$ cat config.mk
export PLATFORM = sky130hd
export DESIGN_NAME = startup_pattern_driver
export DESIGN_NICKNAME = d
export VERILOG_FILES = /design/src/rtl/startup_disp_pkg.sv /design/src/rtl/disp_shift_out.sv /design/src/rtl/startup_pattern_driver.sv
export SDC_FILE = /design/constraint.sdc
export NUM_CORES = 1
export LEC_CHECK = 0
export ABC_AREA = 1
export CAP_MARGIN = 0
export CORE_MARGIN = 2
export CORE_UTILIZATION = 35
export DETAILED_ROUTE_END_ITERATION = 10
export HOLD_SLACK_MARGIN = 0.02
export PLACE_DENSITY = 0.55
export RECOVER_POWER = 25
export SETUP_SLACK_MARGIN = 0.15
export SLEW_MARGIN = 30
export SYNTH_ARGS = -nofsm -noshare
export SYNTH_HDL_FRONTEND = slang
export SYNTH_SLANG_ARGS = --single-unit
$ cat constraint.sdc
create_clock -name CLK -period 3.6 [get_ports CLK]
set_input_delay 0.54 -clock CLK [delete_from_list [all_inputs] [get_ports CLK]]
set_output_delay 0.54 -clock CLK [all_outputs]
set_load 0.01 [all_outputs]
$ cat src/rtl/startup_disp_pkg.sv
// Shared defaults, serializer state encoding and the fixed startup pattern table
// for the startup display pattern driver.
package startup_disp_pkg;

    localparam int DEF_NPAT     = 8;
    localparam int DEF_PAT_W    = 16;
    localparam int DEF_SCLK_DIV = 4;
    localparam int DEF_TMR_W    = 16;

    typedef enum logic [1:0] {
        SER_IDLE  = 2'd0,
        SER_SHIFT = 2'd1,
        SER_LATCH = 2'd2
    } ser_state_t;

    // Entry 0 is the blank pattern; the rest fill the panel in from both ends.
    function automatic logic [15:0] pat_lookup(input int unsigned idx);
        logic [15:0] pat;
        case (idx)
            0:       pat = 16'h0000;
            1:       pat = 16'h8001;
            2:       pat = 16'hC003;
            3:       pat = 16'hE007;
            4:       pat = 16'hF00F;
            5:       pat = 16'hF81F;
            6:       pat = 16'hFC3F;
            7:       pat = 16'hFFFF;
            default: pat = 16'h0000;
        endcase
        return pat;
    endfunction

endpackage

$ cat src/rtl/disp_shift_out.sv
// Serializes one captured pattern MSB first to the display shift register,
// then pulses the latch; all outputs are registered.
module disp_shift_out
    import startup_disp_pkg::*;
#(
    parameter int PAT_W    = DEF_PAT_W,
    parameter int SCLK_DIV = DEF_SCLK_DIV
) (
    input  logic             CLK,
    input  logic             RST,
    input  logic             CLEAR,
    input  logic             LOAD,
    input  logic [PAT_W-1:0] PATTERN,
    output logic             SCLK,
    output logic             SDAT,
    output logic             LATCH,
    output logic             BUSY
);

    localparam int PH_W  = (2 * SCLK_DIV > 1) ? $clog2(2 * SCLK_DIV) : 1;
    localparam int BIT_W = (PAT_W > 1) ? $clog2(PAT_W) : 1;

    localparam logic [PH_W-1:0]  PH_HALF = PH_W'(SCLK_DIV - 1);
    localparam logic [PH_W-1:0]  PH_LAST = PH_W'(2 * SCLK_DIV - 1);
    localparam logic [BIT_W-1:0] BIT_TOP = BIT_W'(PAT_W - 1);

    ser_state_t       state, state_n;
    logic [PAT_W-1:0] shreg, shreg_n;
    logic [BIT_W-1:0] bit_idx, bit_idx_n;
    logic [PH_W-1:0]  phase, phase_n;
    logic             sclk_n, sdat_n, latch_n, busy_n;

    always_ff @(posedge CLK) begin
        if (RST) begin
            state   <= SER_IDLE;
            shreg   <= '0;
            bit_idx <= '0;
            phase   <= '0;
            SCLK    <= 1'b0;
            SDAT    <= 1'b0;
            LATCH   <= 1'b0;
            BUSY    <= 1'b0;
        end else begin
            state   <= state_n;
            shreg   <= shreg_n;
            bit_idx <= bit_idx_n;
            phase   <= phase_n;
            SCLK    <= sclk_n;
            SDAT    <= sdat_n;
            LATCH   <= latch_n;
            BUSY    <= busy_n;
        end
    end

    // Outputs are computed one cycle ahead so SDAT only moves on a low-phase start.
    always_comb begin
        state_n   = state;
        shreg_n   = shreg;
        bit_idx_n = bit_idx;
        phase_n   = phase;
        sclk_n    = SCLK;
        sdat_n    = SDAT;
        latch_n   = LATCH;
        busy_n    = BUSY;

        if (CLEAR) begin
            state_n   = SER_IDLE;
            shreg_n   = '0;
            bit_idx_n = '0;
            phase_n   = '0;
            sclk_n    = 1'b0;
            sdat_n    = 1'b0;
            latch_n   = 1'b0;
            busy_n    = 1'b0;
        end else begin
            unique case (state)
                SER_IDLE: begin
                    if (LOAD) begin
                        state_n   = SER_SHIFT;
                        shreg_n   = PATTERN;
                        bit_idx_n = BIT_TOP;
                        phase_n   = '0;
                        sclk_n    = 1'b0;
                        sdat_n    = PATTERN[PAT_W-1];
                        latch_n   = 1'b0;
                        busy_n    = 1'b1;
                    end
                end
                SER_SHIFT: begin
                    if (phase != PH_LAST) begin
                        phase_n = phase + PH_W'(1);
                        sclk_n  = (phase >= PH_HALF);
                    end else if (bit_idx == '0) begin
                        state_n = SER_LATCH;
                        shreg_n = '0;
                        phase_n = '0;
                        sclk_n  = 1'b0;
                        sdat_n  = 1'b0;
                        latch_n = 1'b1;
                    end else begin
                        bit_idx_n = bit_idx - BIT_W'(1);
                        shreg_n   = shreg << 1;
                        phase_n   = '0;
                        sclk_n    = 1'b0;
                        sdat_n    = shreg[PAT_W-2];
                    end
                end
                SER_LATCH: begin
                    if (phase == PH_HALF) begin
                        state_n = SER_IDLE;
                        phase_n = '0;
                        latch_n = 1'b0;
                        busy_n  = 1'b0;
                    end else begin
                        phase_n = phase + PH_W'(1);
                    end
                end
                default: begin
                    state_n = SER_IDLE;
                end
            endcase
        end
    end

endmodule

$ cat src/rtl/startup_pattern_driver.sv
// Datapath behind the startup display sequencer: timer, pattern address/DONE,
// pattern table lookup, display blanking and the serial display driver.
module startup_pattern_driver
    import startup_disp_pkg::*;
#(
    parameter int NPAT     = DEF_NPAT,
    parameter int PAT_W    = DEF_PAT_W,
    parameter int SCLK_DIV = DEF_SCLK_DIV,
    parameter int TMR_W    = DEF_TMR_W
) (
    input  logic             CLK,
    input  logic             RST,
    input  logic             CLEAR,
    input  logic             DISP,
    input  logic             LOAD_PAT,
    input  logic             NXT_ADR,
    input  logic             RST_TMR,
    output logic [TMR_W-1:0] TMR,
    output logic             DONE,
    output logic             DSP_SCLK,
    output logic             DSP_SDAT,
    output logic             DSP_LATCH,
    output logic             DSP_BLANK,
    output logic             BUSY
);

    localparam int ADR_W = (NPAT > 1) ? $clog2(NPAT) : 1;
    localparam logic [ADR_W-1:0] ADR_LAST = ADR_W'(NPAT - 1);

    logic [ADR_W-1:0] adr;
    logic [PAT_W-1:0] pattern;

    // Saturating so a long wait never looks like a fresh count to the FSM.
    always_ff @(posedge CLK) begin
        if (RST || RST_TMR) begin
            TMR <= '0;
        end else if (TMR != '1) begin
            TMR <= TMR + TMR_W'(1);
        end
    end

    always_ff @(posedge CLK) begin
        if (RST) begin
            adr <= '0;
        end else if (CLEAR) begin
            adr <= '0;
        end else if (NXT_ADR && (adr < ADR_LAST)) begin
            adr <= adr + ADR_W'(1);
        end
    end

    // DONE lags ADR by a cycle; the FSM's skip state absorbs that delay.
    always_ff @(posedge CLK) begin
        if (RST) begin
            DONE      <= 1'b0;
            DSP_BLANK <= 1'b1;
        end else begin
            DONE      <= (adr == ADR_LAST);
            DSP_BLANK <= ~DISP;
        end
    end

    always_comb begin
        pattern = PAT_W'(pat_lookup(32'(adr)));
    end

    disp_shift_out #(
        .PAT_W    (PAT_W),
        .SCLK_DIV (SCLK_DIV)
    ) u_shift (
        .CLK     (CLK),
        .RST     (RST),
        .CLEAR   (CLEAR),
        .LOAD    (LOAD_PAT),
        .PATTERN (pattern),
        .SCLK    (DSP_SCLK),
        .SDAT    (DSP_SDAT),
        .LATCH   (DSP_LATCH),
        .BUSY    (BUSY)
    );

endmodule

==> results of run 1 <==
## how the worst max path moves through the flow
stage,endpoint,slack [ps]
floorplan,u_shift.shreg[8],2060
global placement,pattern[13],1130
detailed placement,pattern[13],1050
CTS,pattern[13],1410
global route,pattern[13],1000
finish,pattern[13],1210
## sequential cells by signal, indices dropped and copies added (netlist names), 2 cells and up
register / count
u_shift.bit_idx: 4
u_shift.phase: 3
u_shift.state: 2
u_shift.shreg: 15
adr: 3
TMR: 16
pattern: 7
## worst max-delay path, cell delays in order
cell and delay (ps):
dlygate4sd3_1 590, or2_0 580, inv_1 470, nand2_1 250, inv_2 50, nand2_1 70, nand2_1 50
## kinds of logic (layout without fill, tap and decap cells)
logic type / after synthesis / after routing / synth area share (%)
and+or+nand+nor: 164 / 164 / 28.3
AOI/OAI and AO/OA: 72 / 72 / 14.0
buffers and inverters: 58 / 88 / 9.02
DFF: 56 / 56 / 41.7
adders and majority gates: 13 / 13 / 6.04
xor gates and xnor gates: 3 / 3 / 0.976
## metal layers
| metal | part of all wire [%] | wire length, µm | global-route usage (%) |
|---|---|---|---|
| met5 | 0 | 0 | 0 |
| met4 | 0.53 | 30 | 3.11 |
| met3 | 2.5 | 139 | 2.55 |
| met2 | 47 | 2660 | 24.3 |
| met1 | 50 | 2810 | 18.8 |
## report_power, final
| group | internal, mW | switching [mW] | leakage, nW |
|---|---|---|---|
| Clock | 0.143 | 0.220 | 0.0463 |
| Combinational | 0.0522 | 0.100 | 0.778 |
| Sequential | 0.645 | 0.0154 | 0.455 |
| Total | 0.840 | 0.336 | 1.28 |
## cells in the final DEF, fill, tap and decap left out, types with 2 or more instances in the layout
| cell type | count |
|---|---|
| a21oi_1 | 38 |
| nand2_4 | 2 |
| a31oi_1 | 4 |
| inv_2 | 4 |
| o21ai_0 | 21 |
| o21ai_2 | 2 |
| nand3_2 | 4 |
| xnor2_1 | 3 |
| o21ai_1 | 5 |
| nor3_1 | 2 |
| nand3_1 | 22 |
| nand4_1 | 7 |
| clkdlybuf4s50_1 | 27 |
| or2_2 | 2 |
| dfxtp_1 | 56 |
| nand2_1 | 87 |
| clkbuf_8 | 5 |
| ha_1 | 13 |
| inv_1 | 46 |
| nor2_1 | 34 |
## area by class of cell
cell class	count	share of cell area (%)
clock inverters	3	0.885
repair buffers	28	9.01
well taps	99	3.98
inverters	52	6.36
clock buffers	5	2.21
multi-input cells	252	41.5
flip-flops and latches	56	36.1
==> flow_summary.ini, run 1 <==
[outcome]
status = completed

[floorplan]
start_util_pct = 36.7
die_h_um = 91.7
num_rows = 31
core_mm2 = 0.00733
io_pins = 29
fp.dieW_um = 91.7
die-area_mm2 = 0.00841

[synth]
syn_nets = 386
synth_top_area_share_pct = 41.7
synth.area.top_cells = dfxtp_1 (42%), nand2_1 (12%), a21oi_1 (7.1%)
yosysSeqAreaShare_pct = 41.7
yosysMostFrequentCell = nand2_1
ys.flop_type = dfxtp_1
synth_area_leader_cell = dfxtp_1
synth-edff-count = 0
ys_warn_count = 0
synth_cells = 366
synth-seq-cells = 56
synth_area_mm2 = 0.00269
synth_async_sr_flop_share_pct = 0
synth_commonest_cells = nand2_1 (87), dfxtp_1 (56), inv_1 (45)
avgSynthCellArea_um2 = 7.35
yosysUniqueCellTypes = 30

[power]
p_leak_nw = 1.28
power_density_mw_per_mm2 = 378
finalPower_mw = 1.18
ir_drop_v = 0.000236

[cts]
path_clk_slew_ps = 110
cts_buffers = 5
root_buffer = clkbuf_8
cts_resized = 0
post_cts_buffers = 0
clk_latency_ps = 310
cts_max_path_buffers = 2
clock-sinks = 56
holdBufCountCts = 0
htree_levels = 2
tritoncts = built

[layout]
nets = 415
seqCellArea_mm2 = 0.00112
areaGrowthSynthToFinish_pct = 15.5
multi_input_area_mm2 = 0.00129
final_util_pct = 42.4
drive_above_1_share_pct = 6.57
fin_cells = 495
fillerInstances = 746
diodes = 0
stdcell_area_mm2 = 0.00311

[min_path]
whs_endpoint = u_shift.BUSY
worstHoldPathType = register to register
min_from = u_shift.BUSY
holdPathStages = 2

[setup_path]
r2r-end = TMR[13]
r2r-start = TMR[0]
worst_ep_required_time_ps = 3800
ff2ff_setup_slack_ps = 1540
arrival_ps = 2590
critPathMaxFanout = 20
endpoint_kind = register
worstSetupStartpointType = primary input
reg2reg_depth = 9
startpoint = RST
critical_path_class = primary input to register

[place]
io_buffer_count = 28
placed_area_mm2 = 0.00305
pre_cts_slack_ps = 1050
dp.final_hpwl_um = 4230
gp_congestion = 0.811
place_inst = 487

[grt]
antenna_found_initial = 0
grt_pass1_vias = 2219
track_usage_pct = 14.2
grt_pass1_wl_um = 9930
grt-ovfl-total = 0
grt_max_degree = 21

[timing]
grt_setup_unrepaired = false
clock_skew_ps = 13.6
hold_violations = 0
clock.fmax_mhz = 418
timing.hold.ws_ps = 461
finalCriticalPeriod_ps = 2390
post-route-period-util_pct = 66.5
tightest_slew_ps = 705
max-slew-margin-rel_pct = 53.0
setup_tns_ps = 0
layout_setup_ws_ps = 1210
finalSetupViolations = 0
drv_slew = 0

[detailed_routing]
ant_nets = 0
drc_errors = 0
wl_um = 5640
firstDrtPassIters = 4
dr_total_vias = 2338
drtIter0Drc = 55
post_drt_via_cell_ratio = 4.72
wl_per_cell_um = 11.4

[run]
cap_viol_max_count = 0
(Power assumes the default switching activity.)
==> inputs of run 2 (changes only) <==
==> constraint.sdc (replaced) <==
create_clock -name CLK -period 2.5 [get_ports CLK]
set_input_delay 0.375 -clock CLK [delete_from_list [all_inputs] [get_ports CLK]]
set_output_delay 0.375 -clock CLK [all_outputs]
set_load 0.01 [all_outputs]
==> run 2 against run 1 <==
  * Clock power up 41%
  * Largest power group unchanged
  * Cell count rose by 0.40%
  * Combinational power rose by 43%
  * Clock skew decreased by 0.93 ps
  * Count of clock-buffer cells in the layout is the same
  * Global-route usage up 0.37 points
  * Sequential power is 44% higher
==> flow_summary.ini, run 2 (synthesis gave the netlist of run 1 again) <==
[outcome]
status = completed

[cts]
clk_latency_ps = 310
root_buffer = clkbuf_8
cts_buffers = 5
post_cts_buffers = 0
cts_max_path_buffers = 2
holdBufCountCts = 0
htree_levels = 2
tritoncts = built
path_clk_slew_ps = 100
clock-sinks = 56
cts_resized = 0

[setup_path]
worst_ep_required_time_ps = 2740
critical_path_class = primary input to register
arrival_ps = 2250
endpoint_kind = register
worstSetupStartpointType = primary input
critPathMaxFanout = 10

[timing]
clock_skew_ps = 12.7
setup_tns_ps = 0
post-route-period-util_pct = 80.7
timing.hold.ws_ps = 446
hold_violations = 0
max-slew-margin-rel_pct = 45.1
finalCriticalPeriod_ps = 2020
clock.fmax_mhz = 496
drv_slew = 0
grt_setup_unrepaired = false
tightest_slew_ps = 815
finalSetupViolations = 0

[power]
intPower_mw = 1.20
sw_frac_of_total_pct = 28.2
finalPower_mw = 1.68
clockPowerShare_pct = 30.5
p_leak_nw = 1.31
power_density_mw_per_mm2 = 537
power.switching_mw = 0.474
ir_drop_v = 0.000237
p_seq_share_pct = 56.6
p_comb_share_pct = 12.9

[grt]
grt_pass1_vias = 2196
grt_pass1_wl_um = 9860
grt-ovfl-total = 0
track_usage_pct = 14.6
antenna_found_initial = 0
grt_max_degree = 21

[detailed_routing]
drtIter0Drc = 75
post_drt_via_cell_ratio = 4.73
ant_nets = 0
wl_um = 5680
firstDrtPassIters = 5
wl_per_cell_um = 11.4
drc_errors = 0
dr_total_vias = 2353

[floorplan]
die-area_mm2 = 0.00841
start_util_pct = 36.7
num_rows = 31
die_h_um = 91.7
io_pins = 29
fp.dieW_um = 91.7
core_mm2 = 0.00733

[layout]
areaGrowthSynthToFinish_pct = 16.1
drive_above_1_share_pct = 6.53
diodes = 0
layout_common_cells = nand2_1 (88), dfxtp_1 (56), inv_1 (47)
regMostFlops = TMR
largest_register_ffs = 16
final_common_cell = nand2_1
final_util_pct = 42.6
nets = 417

[run]
cap_viol_max_count = 0

[min_path]
worstHoldPathType = register to register

[place]
io_buffer_count = 28
gp_congestion = 0.808
dp.final_hpwl_um = 4210
==> run 2: final timing paths <==
kind	from	to	slack [ps]	depth (start not counted)
worst min-delay path	u_shift.BUSY	u_shift.BUSY	450	2
worst max register to register	u_shift.state[0]	u_shift.bit_idx[1]	580	8
worst max-delay path	RST	TMR[12]	480	5
worst min register to register	u_shift.BUSY	u_shift.BUSY	450	2
==> run 2: worst max-delay path, cell delays in order <==
cell and delay [ps]:
dlygate4sd3_1 540, clkbuf_1 160, nor2_1 460, clkinv_1 450
nor3_1 260
==> run 2: power by group through the flow <==
stage | registers [mW] | logic (mW) | clock network, mW
6_report | 0.951 | 0.217 | 0.512
3_5_place_dp | 0.971 | 0.225 | 0
3_3_place_gp | 0.971 | 0.225 | 0
5_1_grt | 0.956 | 0.249 | 0.569
2_1_floorplan | 0.968 | 0.162 | 0
4_1_cts | 0.951 | 0.227 | 0.531
==> run 2: area by class of cell <==
type                            count  area [µm²]
Clock buffer                        5        68.8
Clock inverter                      3        22.5
Fill cell                         794        4210
Inverter                           52         198
Multi-Input combinational cell    252        1300
Sequential cell                    56        1120
Tap cell                           99         124
Timing Repair Buffer               30         292
==> run 2: metal layers <==
layer	track usage, %	wire, µm	share of wire, %	vias to the layer above
met5	0	0	0	-
met1	17.2	2650	47	1064
met3	3.53	239	4.2	5
met2	25.9	2700	48	45
li1	-	-	-	1239
met4	4.85	82	1.4	0
==> run 2: stage by stage <==
stage / cells / instance area [µm²] / setup slack, ps
6_report: 497 / 3130 / 482
5_1_grt: 497 / 3130 / 307
4_1_cts: 497 / 3160 / 718
3_5_place_dp: 489 / 3070 / 626
3_3_place_gp: 489 / 3070 / 622
2_1_floorplan: 366 / 2690 / 962
